### src/rtl/cxl_pkg.sv
// Shared types for the cancel-order feeder: request record, FSM states and
// the saturating add used when same-client requests are merged.
package cxl_pkg;
  localparam int CLIENT_W = 5;
  localparam int AMOUNT_W = 16;

  typedef struct packed {
    logic [CLIENT_W-1:0] client_id;
    logic [AMOUNT_W-1:0] amount;
  } cxl_req_t;

  typedef enum logic [1:0] {
    IDLE  = 2'd0,
    ISSUE = 2'd1,
    GAP   = 2'd2
  } feeder_state_t;

  function automatic logic [AMOUNT_W-1:0] sat_add(input logic [AMOUNT_W-1:0] a,
                                                 input logic [AMOUNT_W-1:0] b);
    logic [AMOUNT_W:0] sum;
    sum = {1'b0, a} + {1'b0, b};
    return sum[AMOUNT_W] ? {AMOUNT_W{1'b1}} : sum[AMOUNT_W-1:0];
  endfunction
endpackage

### src/rtl/cxl_req_fifo.sv
// Synchronous request FIFO with head read and, when CXL_FEEDER_COALESCE_EN is
// defined, a tail read plus tail amount write-back for merging.
module cxl_req_fifo
  import cxl_pkg::*;
#(
  parameter int DEPTH = 8
) (
  input  logic                   clk,
  input  logic                   rst_n,
  input  logic                   push,
  input  cxl_req_t               push_data,
  input  logic                   pop,
  output cxl_req_t               head,
`ifdef CXL_FEEDER_COALESCE_EN
  output cxl_req_t               tail,
  input  logic                   tail_wr,
  input  logic [AMOUNT_W-1:0]    tail_amount,
`endif
  output logic [$clog2(DEPTH):0] count,
  output logic                   full
);
  localparam int AW = $clog2(DEPTH);

  cxl_req_t      mem [DEPTH];
  logic [AW-1:0] rd_ptr;
  logic [AW-1:0] wr_ptr;

  // Pointers wrap naturally because DEPTH is a power of two.
  always_ff @(posedge clk) begin
    if (!rst_n) begin
      rd_ptr <= '0;
      wr_ptr <= '0;
      count  <= '0;
    end else begin
      if (push) wr_ptr <= wr_ptr + 1'b1;
      if (pop)  rd_ptr <= rd_ptr + 1'b1;
      case ({push, pop})
        2'b10:   count <= count + 1'b1;
        2'b01:   count <= count - 1'b1;
        default: count <= count;
      endcase
    end
  end

  always_ff @(posedge clk) begin
    if (push) mem[wr_ptr] <= push_data;
`ifdef CXL_FEEDER_COALESCE_EN
    if (tail_wr) mem[wr_ptr - 1'b1].amount <= tail_amount;
`endif
  end

  assign head = mem[rd_ptr];
  assign full = (count == (AW+1)'(DEPTH));
`ifdef CXL_FEEDER_COALESCE_EN
  assign tail = mem[wr_ptr - 1'b1];
`endif
endmodule

### src/rtl/cxl_order_feeder.sv
// Feeds queued cancel requests to the accumulator, spacing same-client updates
// by GAP_CYCLES idle cycles. Optional merging: CXL_FEEDER_COALESCE_EN.
module cxl_order_feeder #(
  parameter int DEPTH      = 8,
  parameter int GAP_CYCLES = 2,
  parameter int CLIENT_W   = 5,
  parameter int AMOUNT_W   = 16
) (
  input  logic                   clk,
  input  logic                   HRESETn,
  input  logic                   in_valid,
  input  logic [CLIENT_W-1:0]    in_client_id,
  input  logic [AMOUNT_W-1:0]    in_amount,
  output logic                   in_ready,
  input  logic                   out_ready,
  output logic                   out_valid,
  output logic [CLIENT_W-1:0]    client_id,
  output logic [AMOUNT_W-1:0]    amount,
  output logic [$clog2(DEPTH):0] fifo_count,
  output logic                   overflow_sticky
);
  localparam int GAP_W = (GAP_CYCLES > 1) ? $clog2(GAP_CYCLES + 1) : 1;
  localparam logic [GAP_W-1:0] GAP_INIT = GAP_W'(GAP_CYCLES);

  // Handshake: a beat moves on either side only in a cycle where valid and
  // ready are both high; a presented output is held until out_ready.
  cxl_pkg::feeder_state_t state_q, state_d;
  cxl_pkg::cxl_req_t      head, push_data;
  logic                   out_valid_q, out_valid_d;
  logic [CLIENT_W-1:0]    id_q, id_d, last_q, last_d;
  logic [AMOUNT_W-1:0]    amt_q, amt_d;
  logic [GAP_W-1:0]       gap_q, gap_d;
  logic                   pop, push, fifo_push, full;

  assign push_data = '{client_id: in_client_id, amount: in_amount};
  assign push      = in_valid && in_ready;

`ifdef CXL_FEEDER_COALESCE_EN
  cxl_pkg::cxl_req_t tail;
  logic              tail_hit, merge;
  assign tail_hit = (fifo_count != '0) && (tail.client_id == in_client_id);
  assign in_ready = !full || tail_hit;
  // A lone entry being popped this cycle is no longer a merge target.
  assign merge     = push && tail_hit && !(pop && fifo_count == 1);
  assign fifo_push = push && !merge;
`else
  assign in_ready  = !full;
  assign fifo_push = push;
`endif

  cxl_req_fifo #(.DEPTH(DEPTH)) u_fifo (
    .clk        (clk),
    .rst_n      (HRESETn),
    .push       (fifo_push),
    .push_data  (push_data),
    .pop        (pop),
    .head       (head),
`ifdef CXL_FEEDER_COALESCE_EN
    .tail       (tail),
    .tail_wr    (merge),
    .tail_amount(cxl_pkg::sat_add(tail.amount, in_amount)),
`endif
    .count      (fifo_count),
    .full       (full)
  );

  always_ff @(posedge clk) begin
    if (!HRESETn) begin
      state_q         <= cxl_pkg::IDLE;
      out_valid_q     <= 1'b0;
      id_q            <= '0;
      amt_q           <= '0;
      last_q          <= '0;
      gap_q           <= '0;
      overflow_sticky <= 1'b0;
    end else begin
      state_q     <= state_d;
      out_valid_q <= out_valid_d;
      id_q        <= id_d;
      amt_q       <= amt_d;
      last_q      <= last_d;
      gap_q       <= gap_d;
      if (in_valid && !in_ready) overflow_sticky <= 1'b1;
    end
  end

  always_comb begin
    state_d     = state_q;
    out_valid_d = out_valid_q;
    id_d        = id_q;
    amt_d       = amt_q;
    last_d      = last_q;
    gap_d       = gap_q;
    pop         = 1'b0;
    case (state_q)
      cxl_pkg::IDLE: begin
        if (fifo_count != '0) begin
          pop         = 1'b1;
          out_valid_d = 1'b1;
          id_d        = head.client_id;
          amt_d       = head.amount;
          state_d     = cxl_pkg::ISSUE;
        end
      end
      cxl_pkg::ISSUE: begin
        if (out_ready) begin
          last_d = id_q;
          if (fifo_count == '0) begin
            out_valid_d = 1'b0;
            id_d        = '0;
            amt_d       = '0;
            state_d     = cxl_pkg::IDLE;
          end else if (GAP_CYCLES > 0 && head.client_id == last_d) begin
            out_valid_d = 1'b0;
            id_d        = '0;
            amt_d       = '0;
            gap_d       = GAP_INIT;
            state_d     = cxl_pkg::GAP;
          end else begin
            pop   = 1'b1;
            id_d  = head.client_id;
            amt_d = head.amount;
          end
        end
      end
      cxl_pkg::GAP: begin
        gap_d = gap_q - 1'b1;
        // The queue cannot drain while waiting, so the head is still valid here.
        if (gap_q == GAP_W'(1)) begin
          pop         = 1'b1;
          out_valid_d = 1'b1;
          id_d        = head.client_id;
          amt_d       = head.amount;
          state_d     = cxl_pkg::ISSUE;
        end
      end
      default: state_d = cxl_pkg::IDLE;
    endcase
  end

  assign out_valid = out_valid_q;
  assign client_id = id_q;
  assign amount    = amt_q;
endmodule

### config.mk
export PLATFORM = sky130hd
export DESIGN_NAME = cxl_order_feeder
export DESIGN_NICKNAME = d
export VERILOG_FILES = /design/src/rtl/cxl_pkg.sv /design/src/rtl/cxl_req_fifo.sv /design/src/rtl/cxl_order_feeder.sv
export SDC_FILE = /design/constraint.sdc
export NUM_CORES = 1
export LEC_CHECK = 0
export CORE_ASPECT_RATIO = 0.8
export CORE_MARGIN = 2
export CORE_UTILIZATION = 50
export DETAILED_ROUTE_END_ITERATION = 10
export PLACE_DENSITY = 0.72
export SLEW_MARGIN = 0
export SYNTH_ARGS = -nofsm -noshare
export SYNTH_HDL_FRONTEND = slang
export SYNTH_SLANG_ARGS = --single-unit
### constraint.sdc
create_clock -name clk -period 3.5 [get_ports clk]
set_input_delay 0.7 -clock clk [delete_from_list [all_inputs] [get_ports clk]]
set_output_delay 0.7 -clock clk [all_outputs]
set_load 0.02 [all_outputs]
==> qor.csv <==
stage,metric,value,unit
cts,hold buffers post-CTS,0,
cts,worst-skew pair later-pin latency,0.48,ns
synthesis,Synth Area in Adders,0.929,%
power_and_ir_drop,PD cells,803,nW/um^2
synthesis,Area contributors post-synth,"edfxtp_1 (62%), mux4_2 (10%), dfxtp_1 (9.9%), mux2i_1 (4.3%), nand2_1 (1.5%)",
layout,layout cell share with drive strength beyond 1,21.5,%
drt,vias,4306,
critical_path,worst reg-to-reg setup slack,0.14,ns
layout,Finished Cell Area,9830,um^2
global_route,GR Overflow Total,0,
synthesis,largest family of logic cells by synthesized area,multiplexers,
synthesis,register area share after synthesis,72.4,%
drt,DR WL/cell,21.0,um
synthesis,xor and xnor area share after synthesis,1.07,%
sta,Hold WS,0.444,ns
critical_path,R2R depth,14,
power_and_ir_drop,worst vdd ir,347,uV
synthesis,Synth Register Bits,208,
critical_path,startpoint types,flop,
global_route,Tot GR Track Use,18.5,%
synthesis,Post-Synthesis Cells,453,
critical_path,CP max stage cell,mux4_2,
layout,Multi-input gate area,2190,um^2
global_route,largest net degree at the start of global routing,23,
cts,clock-pin slew on the worst setup and hold paths,0.06,ns
critical_path,CP Data Arrival Time,3.77,ns
critical_path,CP Depth,14,
placement,placed cell area,9000,um^2
cts,CTS Root Cell,clkbuf_16,
sta,Max Clock Skew,0.00842,ns
sta,relative slew slack,58.7,%
global_route,initial antenna violation count,0,
layout,Reg area,5850,um^2
cts,CTS tree,done,
cts,Max Root-Sink Buffers,3,
synthesis,Compound-Gate Fraction of Synth Area,3.93,%
floorplanning,core area,15800,um^2
sta,Final period util,96.0,%
worst_hold_path,worst hold start,amount[8]$_SDFFE_PN0P_,
critical_path,worst r2r dst,u_fifo.count[3]$_SDFFE_PN0P_,
worst_hold_path,WHS Path Cells,2,
outcome,run status,"complete, no violations",
drt,DR vias/cell,5.68,
sta,crit path time final,3.36,ns
sta,Slew @ Worst Pin,0.618,ns
drt,post-route ant nets,0,
synthesis,largest area contributor in the netlist,edfxtp_1,
drt,violation count after the first detailed-routing iteration,364,
synthesis,top cell type's share of synthesized area,62.5,%
critical_path,WP data required,3.91,ns
cts,CTS sink count,208,
worst_hold_path,worst hold-check path type,reg2reg,
synthesis,syn nets,484,
floorplanning,Site Rows,41,
sta,Final setup viols,0,
floorplanning,Die H,118,um
critical_path,crit-path cells,buf_4 -> buf_4 -> mux2i_1 -> mux4_2 -> xor2_1 -> nand2_2 -> o31ai_4 -> inv_1 -> ha_2 -> nor4bb_1 -> a21oi_1 -> o22a_1 -> or3_1 -> a21oi_1,
critical_path,Worst Setup End Kind,flop,
layout,Antenna Cells,0,
layout,Layout area overhead,21.7,%
critical_path,CP peak stage delay,0.51,ns
sta,"Hold Vio Cnt, Final",0,
sta,f_max,0.298,GHz
critical_path,Crit path max-delay family,simple AND/OR/NAND/NOR gates,
sta,Slew Limit Fails,0,
floorplanning,Die Footprint,17200,um^2
synthesis,Netlist cell types,45,
cts,CTS HTree Levels,1,
global_route,first-pass GRT wire length,24.6,mm
drt,DRT Wirelength,15.9,mm
flow_run,number of max-cap violations,0,
layout,Util after Layout,62.2,%
layout,Layout Nets,560,
synthesis,Synth Area in Simple Gates,4.83,%
floorplanning,Initial Util,51.1,%
critical_path,CP Buf/Inv Count,3,
drt,router iterations before antenna repair,5,
critical_path,crit path kind,reg2reg,
drt,drt drc,0,
synthesis,mapped cell area,8080,um^2
placement,gpl congestion,0.728,
layout,# fillers,1143,
critical_path,crit-path max FO,6,
floorplanning,Ports,53,
placement,DP HPWL,8.93,mm
layout,"most common cell after layout, fill and taps aside",edfxtp_1,
floorplanning,chip width,146,um
synthesis,Mean Syn Cell Area,17.8,um^2
layout,most frequent cells in the layout,"edfxtp_1 (168), clkdlybuf4s50_1 (52), mux4_2 (37), dfxtp_1 (37), mux2i_1 (35)",
cts,Num CTS Buffers,21,
worst_hold_path,WHS Endpoint,amount[8]$_SDFFE_PN0P_,
synthesis,synth warn,0,
power_and_ir_drop,P_leak,3.18,nW
placement,I/O Buffers,52,
synthesis,mux cell area share after synthesis,15.2,%
global_route,vias in the first global route,4351,
==> flip-flops by register name, indices dropped and copies added (netlist names), named ones only <==
name	count
amount	16
client_id	5
gap_q	2
out_valid	1
overflow_sticky	1
state_q	2
u_fifo.count	4
u_fifo.mem	168
u_fifo.rd_ptr	3
u_fifo.wr_ptr	3
==> power by group <==
group / internal, mW / total, mW / switching (mW) / leakage, nW
Combinational: 1.07 / 2.23 / 1.16 / 0.950
Clock: 1.62 / 2.49 / 0.877 / 0.377
Sequential: 2.95 / 3.18 / 0.226 / 1.85
Total: 5.63 / 7.89 / 2.26 / 3.18
==> repair_timing <==
action / in CTS / in global routing
buffers inserted: 0 / 2
hold endpoints to repair: 0 / 0
setup endpoints to repair: 0 / 2
gates resized for setup: 0 / 9
==> routing by layer <==
layer	global-route usage [%]	up-vias	wire length [um]
li1	-	1943	-
met1	25.9	2200	6920
met2	30.4	135	7870
met3	3.33	28	872
met4	4.61	0	273
met5	0	-	0
==> cells by family after synthesis <==
family / after synthesis
mux: 75
buf+inv: 28
fa+ha+maj: 6
xor+xnor: 9
simple gates: 77
compound gates: 50
flops: 208
==> synth_stat cells, drive strengths merged <==
library cell and instances:
mux2 2, mux4 37, o21ai 28, nor4b 2
a211oi 1, a22o 1, nand4 1, nor2 11
a31oi 2, edfxtp 168, or2 1, o21bai 1
nor3 4, o22a 1, buf 13, nor2b 1
nand4b 1, inv 5, nand3 6, a311oi 1
xor2 9, nor3b 2, clkbuf 10, o22ai 1
a21oi 8, nor4bb 1, o311a 1, or4 2
ha 6, mux2i 36, dfxtp 40, o31ai 2
a221oi 1, nor4 2, nand2 33, nand2b 3
o311ai 2, or3 7
==> through the flow <==
step	total power, mW	cells	TNS [ns]	setup WS (ns)
after detailed placement	5.38	718	-0.0338	-0.0338
after floorplan	4.62	453	0	0.182
after global placement	5.30	718	0	0.149
after CTS	7.88	755	0	0.0661
after global routing	8.24	758	-0.0260	-0.0260
final	7.89	758	0	0.139
==> worst max-delay path by stage <==
stage	slack, ns	to	startpoint
2_1_floorplan	0.18	u_fifo.count[2]$_SDFFE_PN0P_	flop
3_3_place_gp	0.15	u_fifo.count[3]$_SDFFE_PN0P_	out_ready
3_5_place_dp	-0.03	u_fifo.count[3]$_SDFFE_PN0P_	out_ready
4_1_cts	0.07	u_fifo.count[2]$_SDFFE_PN0P_	flop
5_1_grt	-0.03	u_fifo.count[3]$_SDFFE_PN0P_	flop
6_report	0.14	u_fifo.count[3]$_SDFFE_PN0P_	flop
==> cell type report <==
class                      instances  share of cell area [%]
sequential                       208                    59.5
inverter                           5                   0.191
clock buffer                      25                    5.50
tap                              215                    2.74
multi-input combinational        217                    22.3
clock inverter                    12                    2.37
timing repair buffer              76                    7.43
==> worst reg2reg max path, cell delays in order (launching register included) <==
cell and delay, ns:
dfxtp_4 0.38, buf_4 0.16, buf_4 0.16, mux2i_1 0.12, mux4_2 0.51, xor2_1 0.20, nand2_2 0.13, o31ai_4 0.22
inv_1 0.11, ha_2 0.22, nor4bb_1 0.26, a21oi_1 0.07, o22a_1 0.22, or3_1 0.33, a21oi_1 0.19
Note: power is estimated with default switching activity, not from simulation.
